**src/rtl/simd_register_file.sv**
```systemverilog
// simd_register_file
// Dual-read, single-write register file for the decode stage.
//   * scalar bank: SREGS x N bits. Index 0 reads as zero, index 1 is sp
//     (reset to SP_INIT), index SREGS-1 is pc and is loaded from r15 every cycle.
//   * vector bank: VREGS x (LANES*N) bits, with lane-masked writes.
//   * registered reads: an address presented in cycle t appears on rd1/rd2 in cycle t+1.
//   * clear sequencer: zeroes one vector register per cycle.
// Optional build macro: RF_BYPASS_EN. When it is defined, a read of the register
// being written in the same cycle returns the post-write value. When it is left
// undefined, the read returns the pre-write value.
//
// Clear handshake: a pulse on clr_req is accepted only while clr_busy is low.
// clr_busy stays high from the cycle after acceptance until the end of the
// clr_done cycle. clr_done is a one-cycle pulse. Requests made while busy are ignored.
module simd_register_file #(
    parameter int N = 32,
    parameter int LANES = 4,
    parameter int SREGS = 16,
    parameter int VREGS = 8,
    parameter logic [N-1:0] SP_INIT = 32'h000DE000
) (
    input  logic                 clk,
    input  logic                 rst,
    input  logic [4:0]           ra1,
    input  logic [4:0]           ra2,
    input  logic [4:0]           wa3,
    input  logic [LANES*N-1:0]   wd3,
    input  logic                 we3,
    input  logic [LANES-1:0]     wmask,
    input  logic [N-1:0]         r15,
    input  logic                 clr_req,
    output logic                 clr_busy,
    output logic                 clr_done,
    output logic [LANES*N-1:0]   rd1,
    output logic [LANES*N-1:0]   rd2,
    output logic [1:0]           dbg_clr_state
);

    localparam int W      = LANES * N;
    localparam int SW     = (SREGS > 1) ? $clog2(SREGS) : 1;
    localparam int VW     = (VREGS > 1) ? $clog2(VREGS) : 1;
    localparam int PC_IDX = SREGS - 1;

    typedef enum logic [1:0] {
        ST_IDLE  = 2'd0,
        ST_CLEAR = 2'd1,
        ST_DONE  = 2'd2
    } clr_state_t;

    logic [N-1:0]  sregs [SREGS];
    logic [W-1:0]  vregs [VREGS];

    clr_state_t    state_q, state_d;
    logic [VW-1:0] cnt_q, cnt_d;

    logic [3:0]    w_idx;
    logic [SW-1:0] s_widx;
    logic [VW-1:0] v_widx;
    logic          s_we;
    logic          v_we;
    logic [W-1:0]  v_merged;

    logic [4:0]    ra_sel [2];
    logic [W-1:0]  rdata  [2];

    assign w_idx  = wa3[3:0];
    assign s_widx = w_idx[SW-1:0];
    assign v_widx = w_idx[VW-1:0];

    assign clr_busy      = (state_q != ST_IDLE);
    assign clr_done      = (state_q == ST_DONE);
    assign dbg_clr_state = state_q;

    // Scalar writes skip the zero register, the pc register and indexes outside the bank.
    assign s_we = we3 && !wa3[4] && (w_idx != 4'd0)
                  && ({1'b0, w_idx} < 5'(SREGS))
                  && ({1'b0, w_idx} != 5'(PC_IDX));

    // While a clear is running, vector writes are dropped as a whole.
    assign v_we = we3 && wa3[4] && ({1'b0, w_idx} < 5'(VREGS)) && !clr_busy;

    assign ra_sel[0] = ra1;
    assign ra_sel[1] = ra2;

    // Post-write image of the addressed vector register. Unmasked lanes keep their old data.
    always_comb begin
        v_merged = vregs[v_widx];
        for (int l = 0; l < LANES; l++) begin
            if (wmask[l]) begin
                v_merged[l*N +: N] = wd3[l*N +: N];
            end
        end
    end

    // Read-port decode: zero register, out-of-range all-ones, optional write bypass.
    always_comb begin
        for (int p = 0; p < 2; p++) begin
            rdata[p] = '0;
            if (!ra_sel[p][4]) begin
                if ({1'b0, ra_sel[p][3:0]} >= 5'(SREGS)) begin
                    rdata[p] = '1;
                end else if (ra_sel[p][3:0] != 4'd0) begin
                    rdata[p][N-1:0] = sregs[ra_sel[p][SW-1:0]];
`ifdef RF_BYPASS_EN
                    if (s_we && (ra_sel[p][3:0] == w_idx)) begin
                        rdata[p][N-1:0] = wd3[N-1:0];
                    end
`endif
                end
            end else begin
                if ({1'b0, ra_sel[p][3:0]} >= 5'(VREGS)) begin
                    rdata[p] = '1;
                end else begin
                    rdata[p] = vregs[ra_sel[p][VW-1:0]];
`ifdef RF_BYPASS_EN
                    if (v_we && (ra_sel[p][3:0] == w_idx)) begin
                        rdata[p] = v_merged;
                    end
`endif
                end
            end
        end
    end

    // Registered read outputs.
    always_ff @(posedge clk or posedge rst) begin
        if (rst) begin
            rd1 <= '0;
            rd2 <= '0;
        end else begin
            rd1 <= rdata[0];
            rd2 <= rdata[1];
        end
    end

    // Scalar bank: accepted writes, then pc is reloaded from r15 (the r15 load wins).
    always_ff @(posedge clk or posedge rst) begin
        if (rst) begin
            for (int i = 0; i < SREGS; i++) begin
                sregs[i] <= '0;
            end
            sregs[1] <= SP_INIT;
        end else begin
            if (s_we) begin
                sregs[s_widx] <= wd3[N-1:0];
            end
            sregs[PC_IDX] <= r15;
        end
    end

    // Vector bank: masked writes, or one register zeroed per cycle while clearing.
    always_ff @(posedge clk or posedge rst) begin
        if (rst) begin
            for (int i = 0; i < VREGS; i++) begin
                vregs[i] <= '0;
            end
        end else begin
            if (v_we) begin
                vregs[v_widx] <= v_merged;
            end
            if (state_q == ST_CLEAR) begin
                vregs[cnt_q] <= '0;
            end
        end
    end

    // Clear sequencer state register.
    always_ff @(posedge clk or posedge rst) begin
        if (rst) begin
            state_q <= ST_IDLE;
            cnt_q   <= '0;
        end else begin
            state_q <= state_d;
            cnt_q   <= cnt_d;
        end
    end

    // Clear sequencer next state: IDLE -> CLEAR (VREGS cycles) -> DONE (1 cycle) -> IDLE.
    always_comb begin
        state_d = state_q;
        cnt_d   = cnt_q;
        case (state_q)
            ST_IDLE: begin
                if (clr_req) begin
                    state_d = ST_CLEAR;
                    cnt_d   = '0;
                end
            end
            ST_CLEAR: begin
                if (cnt_q == VW'(VREGS - 1)) begin
                    state_d = ST_DONE;
                end else begin
                    cnt_d = cnt_q + 1'b1;
                end
            end
            ST_DONE: begin
                state_d = ST_IDLE;
                cnt_d   = '0;
            end
            default: begin
                state_d = ST_IDLE;
                cnt_d   = '0;
            end
        endcase
    end

endmodule
```
**config.mk**
```make
export PLATFORM = sky130hd
export DESIGN_NAME = simd_register_file
export DESIGN_NICKNAME = d
export VERILOG_FILES = /design/src/rtl/simd_register_file.sv
export SDC_FILE = /design/constraint.sdc
export NUM_CORES = 2
export LEC_CHECK = 0
export ABC_CLOCK_PERIOD_IN_PS = 69900
export CAP_MARGIN = 20
export CELL_PAD_IN_SITES_DETAIL_PLACEMENT = 1
export CELL_PAD_IN_SITES_GLOBAL_PLACEMENT = 1
export CORE_ASPECT_RATIO = 2
export CORE_MARGIN = 3
export CORE_UTILIZATION = 39
export DETAILED_ROUTE_END_ITERATION = 7
export GPL_TIMING_DRIVEN = 0
export PLACE_DENSITY = 0.63
export SLEW_MARGIN = 10
export SYNTH_ARGS = -nofsm -noshare
export SYNTH_HDL_FRONTEND = slang
export SYNTH_SLANG_ARGS = --single-unit
```
**constraint.sdc**
```tcl
create_clock -name clk -period 69.9 [get_ports clk]
set_input_delay 10.485 -clock clk [delete_from_list [all_inputs] [get_ports clk]]
set_output_delay 10.485 -clock clk [all_outputs]
set_load 0.01 [all_outputs]
```
### After elaboration in Yosys (flattened, before gate mapping)

Index checks and enable logic that the tools add are counted.

| word-level totals | value |
|---|---|
| register bits after elaboration | 1,797 |
| latch bits | 0 |
| memory bits (writable) | 0 |
| ROM bits | 0 |
| bits of input ports | 183 |
| logic and storage cells | 119 |
| memories kept | 0 |

| operators by class | value |
|---|---|
| $add $sub $neg | 1 |
| $mul | 0 |
| divide/modulo/power cells | 0 |
| magnitude comparators | 13 |
| eq/ne operators | 7 |
| shift operators | 0 |
| mux-type cells | 43 |
| bitwise logic cells | 9 |
| reduce and logical (&&, ||, !) cells | 18 |

Operators with widths:

| operator | number |
|---|---|
| 1024-bit two-way mux | 2 |
| 128-bit two-way mux | 10 |
| 128-bit binary-select mux with 3-bit select | 3 |
| 1024-bit AND | 1 |
| 1024-bit bitwise mux | 1 |
| 1024-bit NOT | 1 |
| 128-bit demux with 3-bit select | 2 |
| 512-bit bitwise mux | 1 |
| 32-bit two-way mux | 13 |
| 32-bit binary-select mux with 4-bit select | 2 |
| 96-bit two-way mux | 2 |
| 32-bit demux with 4-bit select | 1 |
| 4-bit greater-or-equal comparator, second input constant | 6 |
| 3-bit NOT with 4-bit output | 4 |
| 5-bit greater-or-equal comparator, second input constant | 3 |
| 4-bit NOT with 5-bit output | 3 |
| 4-bit nonzero test | 3 |
| 1-bit logical AND | 9 |
| 4-bit by 1-bit < comparator with 1-bit output, second input constant | 2 |
| 3-bit two-way mux | 2 |
| 3-bit one-hot mux with 2 select lines | 1 |
| 5-bit by 1-bit < comparator with 1-bit output, second input constant | 1 |
| 4-bit < comparator, second input constant | 1 |
| 2-bit two-way mux | 2 |
| 12 further kinds | 15 |

### Logic depth before layout (Yosys ltp)

| logic depth | value |
|---|---|
| depth after elaboration | 9 |
| depth in mapped cells | 10 |
| gate-level depth less buffers | 6 |

### Least setup slack after synthesis

No wires, ideal clock.

| path | value |
|---|---|
| path kind | input to register |
| start | input port ra1[0] |
| end | register rd1[0] |
| setup time | 132 ps |
| arrival | 12,143 ps |
| required time | 69,768 ps |
| slack | 57,626 ps |
| cell stages on the path | 7 |
| cells stage by stage | buf_2 -> clkbuf_1 -> buf_2 -> buf_2 -> mux4_2 -> a22oi_1 -> nand3_1 |

RTL lines:

| item | RTL line | text |
|---|---|---|
| start, declared | 24 | `input logic [4:0] ra1,` |
| end signal, assigned | 131 | `rd1 <= rdata[0];` |
| end, declared | 34 | `output logic [LANES*N-1:0] rd1,` |

### Final worst setup path

| path | value |
|---|---|
| start | input port wa3[2] |
| end | register vregs[422] (netlist bit) |

| between the ends | value |
|---|---|
| longest elaborated chain between the ends | 9 |
| elaborated cells between the ends (all ways) | 17 |
| those cells by class | order compare: 3; mux: 9; bitwise: 2; reduce/logical: 3 |

RTL lines:

| item | RTL line | text |
|---|---|---|
| start, declared | 26 | `input logic [4:0] wa3,` |
| 3-bit NOT with 4-bit output (implied by the code) | 87, 159 |  |
| 4-bit greater-or-equal comparator (implied by the code) (tied with other cells) | 159 | `vregs[v_widx] <= v_merged;` |
| 1-bit logical AND (implied by the code) or 128-bit two-way mux (tied branches) | 159, 87 |  |
| 128-bit two-way mux, on equally long branches | 159, 87 |  |
| 128-bit demux with 3-bit select or 32-bit two-way mux (tied branches) | 159, 89 |  |
| 1024-bit bitwise mux | 159 |  |
| 1024-bit two-way mux * | 158 | `if (v_we) begin` |
| 1024-bit AND (no line) | - |  |
| 1024-bit two-way mux * | 161 | `if (state_q == ST_CLEAR) begin` |
| end signal, assigned by index | 159 |  |
| end, declared | 51 | `logic [W-1:0] vregs [VREGS];` |

Every way passes the cells marked *; elsewhere a longest branch is shown, timed or not. The select of a mux whose other input is x is not followed.
A chain may end at the register's enable or synchronous reset.

==> impl_metrics.tcl <==
set metrics [dict create \
    power_switching_mw 1.409 \
    antenna_found_initial 105 \
    firstDrtPassIters 8 \
    setup_tns_ns 0 \
    post_cts_buffers 0 \
    drt_wl_total_um 620300 \
    hp-start "sregs[238]" \
    dpl.hpwl_um 440600 \
    worst_setup_path_end_kind "register" \
    yosysTopAreaCellShare 0.4620 \
    drc_errors 1 \
    reg2reg_to "vregs[218]" \
    critPathLaunchType "input port" \
    clockRootBuffer "clkbuf_16" \
    fp-row-count 256 \
    clock.fmax_mhz 68.04 \
    grt_max_degree 117 \
    setup_viol 0 \
    fin_crit_ns 14.70 \
    ys.flop_type "dfrtp_1" \
    p_int_mw 2.368 \
    seq_area_frac_synth 0.4637 \
    path_clk_slew_ns 0.07 \
    critPathRequiredTime_ns 70.63 \
    fill_cells 25530 \
    power.density_nw_per_um2 33.52 \
    die_area_um2 250600 \
    rsz0062_at_grt "false" \
    cts.sink_count 1765 \
    synth_cell_types 51 \
    vias_per_cell 7.396 \
    final_util 0.4635 \
    port_buffers 436 \
    min_path_cells 1 \
    switching_share 0.3731 \
    hp-class "register to register" \
    skew_ns 0.05306 \
    htreeDepth 4 \
    final_hold_viol_count 0 \
    coreArea_um2 243100 \
    via_count 91710 \
    overflow 0 \
    clk_latency_ns 0.94 \
    whs_endpoint "sregs[238]" \
    mostFrequentLayoutCells "dfrtp_1, a21oi_1, mux2_2, a211oi_1, mux2i_1" \
    final_common_cell "dfrtp_1" \
    ff2ff_setup_slack_ns 65.64 \
    placed_cells 11940 \
    cp.arrival_ns 15.43 \
    cts_tree "done" \
    grt_pass1_vias 92160 \
    first_iter_violations 12190 \
    yosys.area.top_type "dfrtp_1" \
    cts_buffers 185 \
    async_flop_share 1.000 \
    path_class "input port to register" \
    ys_ff_latch 1765 \
    fin_nets 9112 \
    yosys_warnings 0 \
    r2r_cells 6 \
    die_h_um 705.0 \
    whs_ns 0.5215 \
    p_leak_nw 47.82 \
    initial_utilization 0.3919 \
    instances_no_fill 12400 \
    cts.path.max_buffers 4 \
    cts_resized 0 \
    io_pins 443 \
    peakVddDrop_uv 24.16 \
    grt.total_usage 0.4907 \
    drtAntennaViolNets 0 \
    holdBufCountCts 0 \
    slew_headroom 0.07473 \
    grt_pass1_wl_um 830500 \
    combPwrFrac 0.299 \
    die_w_um 355.5 \
    worstMarginPinSlew_ns 1.388 \
    crit-reg2reg-launch "dbg_clr_state[1]" \
    ys_top_cells_by_area "dfrtp_1, mux4_2, mux2_2, mux2i_1, a211oi_1" \
    area_growth_pct 18.27 \
    syn_area_per_cell_um2 11.64 \
    synth_edf_count 0 \
    status "finished with violations" \
    multi_input_area_um2 47180 \
    syn_nets 8367 \
    syn_area_um2 95270 \
    fin_crit_sh 0.2103 \
    p_seq_frac 0.410 \
    seq_area_um2 44170 \
    synthCells 8182 \
    cap_violations 0 \
    violations "DRC" \
    place_congestion 1.050 \
    wl_per_cell_um 50.02 \
    crit_path_max_fanout 11 \
    drive_gt1_frac 0.2370 \
    clkPwrFrac 0.291 \
    slew_violations 0 \
]
==> how the worst max path moves through the flow <==
stage / cells past startpoint / start / slack (ns) / endpoint
after floorplan: 1 / rst / 9.60 / cnt_q[0]
after global placement: 2 / rst / -12.89 / rd1[47]
after detailed placement: 9 / wa3[2] / 54.83 / vregs[422]
after CTS: 9 / wa3[2] / 55.76 / vregs[422]
after global routing: 9 / rst / 55.39 / vregs[688]
final: 9 / wa3[2] / 55.20 / vregs[422]
==> metal layers <==
metal  GRT usage  wire length, µm  vias to the layer above
met1      0.4859           191400                    46800
met3      0.1932            63390                     3772
li1            -                -                    33110
met4      0.5409            86130                       42
met5    0.006796              422                        -
met2      0.7423           278900                     7976
==> cells in the mapped netlist (203+ instances only) <==
master and n:
o21ai_0 552, dfrtp_1 1759, buf_2 285, a21oi_1 771
mux2i_1 580, mux2_2 736, a211oi_1 668, a22oi_1 203
o22ai_1 364, nor2_1 559, clkbuf_1 512, mux4_2 512
==> power groups by stage <==
| stage | registers (mW) | logic [mW] | clock network [mW] |
|---|---|---|---|
| 4_1_cts | 1.53 | 1.08 | 1.10 |
| 6_report | 1.55 | 1.13 | 1.10 |
| 3_3_place_gp | 1.53 | 1.03 | 0 |
| 2_1_floorplan | 1.46 | 0.659 | 0 |
| 3_5_place_dp | 1.54 | 1.07 | 0 |
| 5_1_grt | 1.57 | 1.17 | 1.14 |
==> metrics by stage <==
step / power (mW) / worst slack, ns / cell area (µm²)
floorplan: 2.117 / 9.599 / 95270
global placement: 2.557 / -12.89 / 103700
detailed placement: 2.618 / 54.83 / 105800
CTS: 3.704 / 55.76 / 112100
global route: 3.870 / 55.39 / 112400
finish: 3.778 / 55.20 / 112700
==> sequential cells by signal (all words and copies together), names as in the netlist <==
| name | cells |
|---|---|
| vregs | 1024 |
| sregs | 480 |
| rd1 | 128 |
| rd2 | 128 |
| cnt_q | 3 |
| dbg_clr_state | 2 |
==> worst max-delay path, cell delays in order <==
cell and delay [ns]:
clkdlybuf4s50_1 0.57, buf_2 0.31, buf_4 0.31, inv_2 0.54, buf_2 0.75, buf_2 1.00
a21oi_1 0.29, a22oi_1 0.94, a211oi_1 0.17
==> area by class of cell <==
class / instances / share of cell area
antenna: 112 / 0.002487
multi-input combinational: 5504 / 0.4187
timing repair buffer: 558 / 0.05866
buffer: 909 / 0.03613
clock inverter: 82 / 0.01027
tap: 3225 / 0.03581
clock buffer: 241 / 0.04571
sequential: 1765 / 0.3920
inverter: 4 / 0.0001999
==> logic make-up after synthesis <==
logic type	after synthesis	synth area share
fa+ha+maj	2	0.0002626
flops	1765	0.4637
simple gates	901	0.04359
compound gates	2765	0.1811
buf+inv	913	0.04141
mux	1836	0.2700
Power figures use the tool's default switching activity.
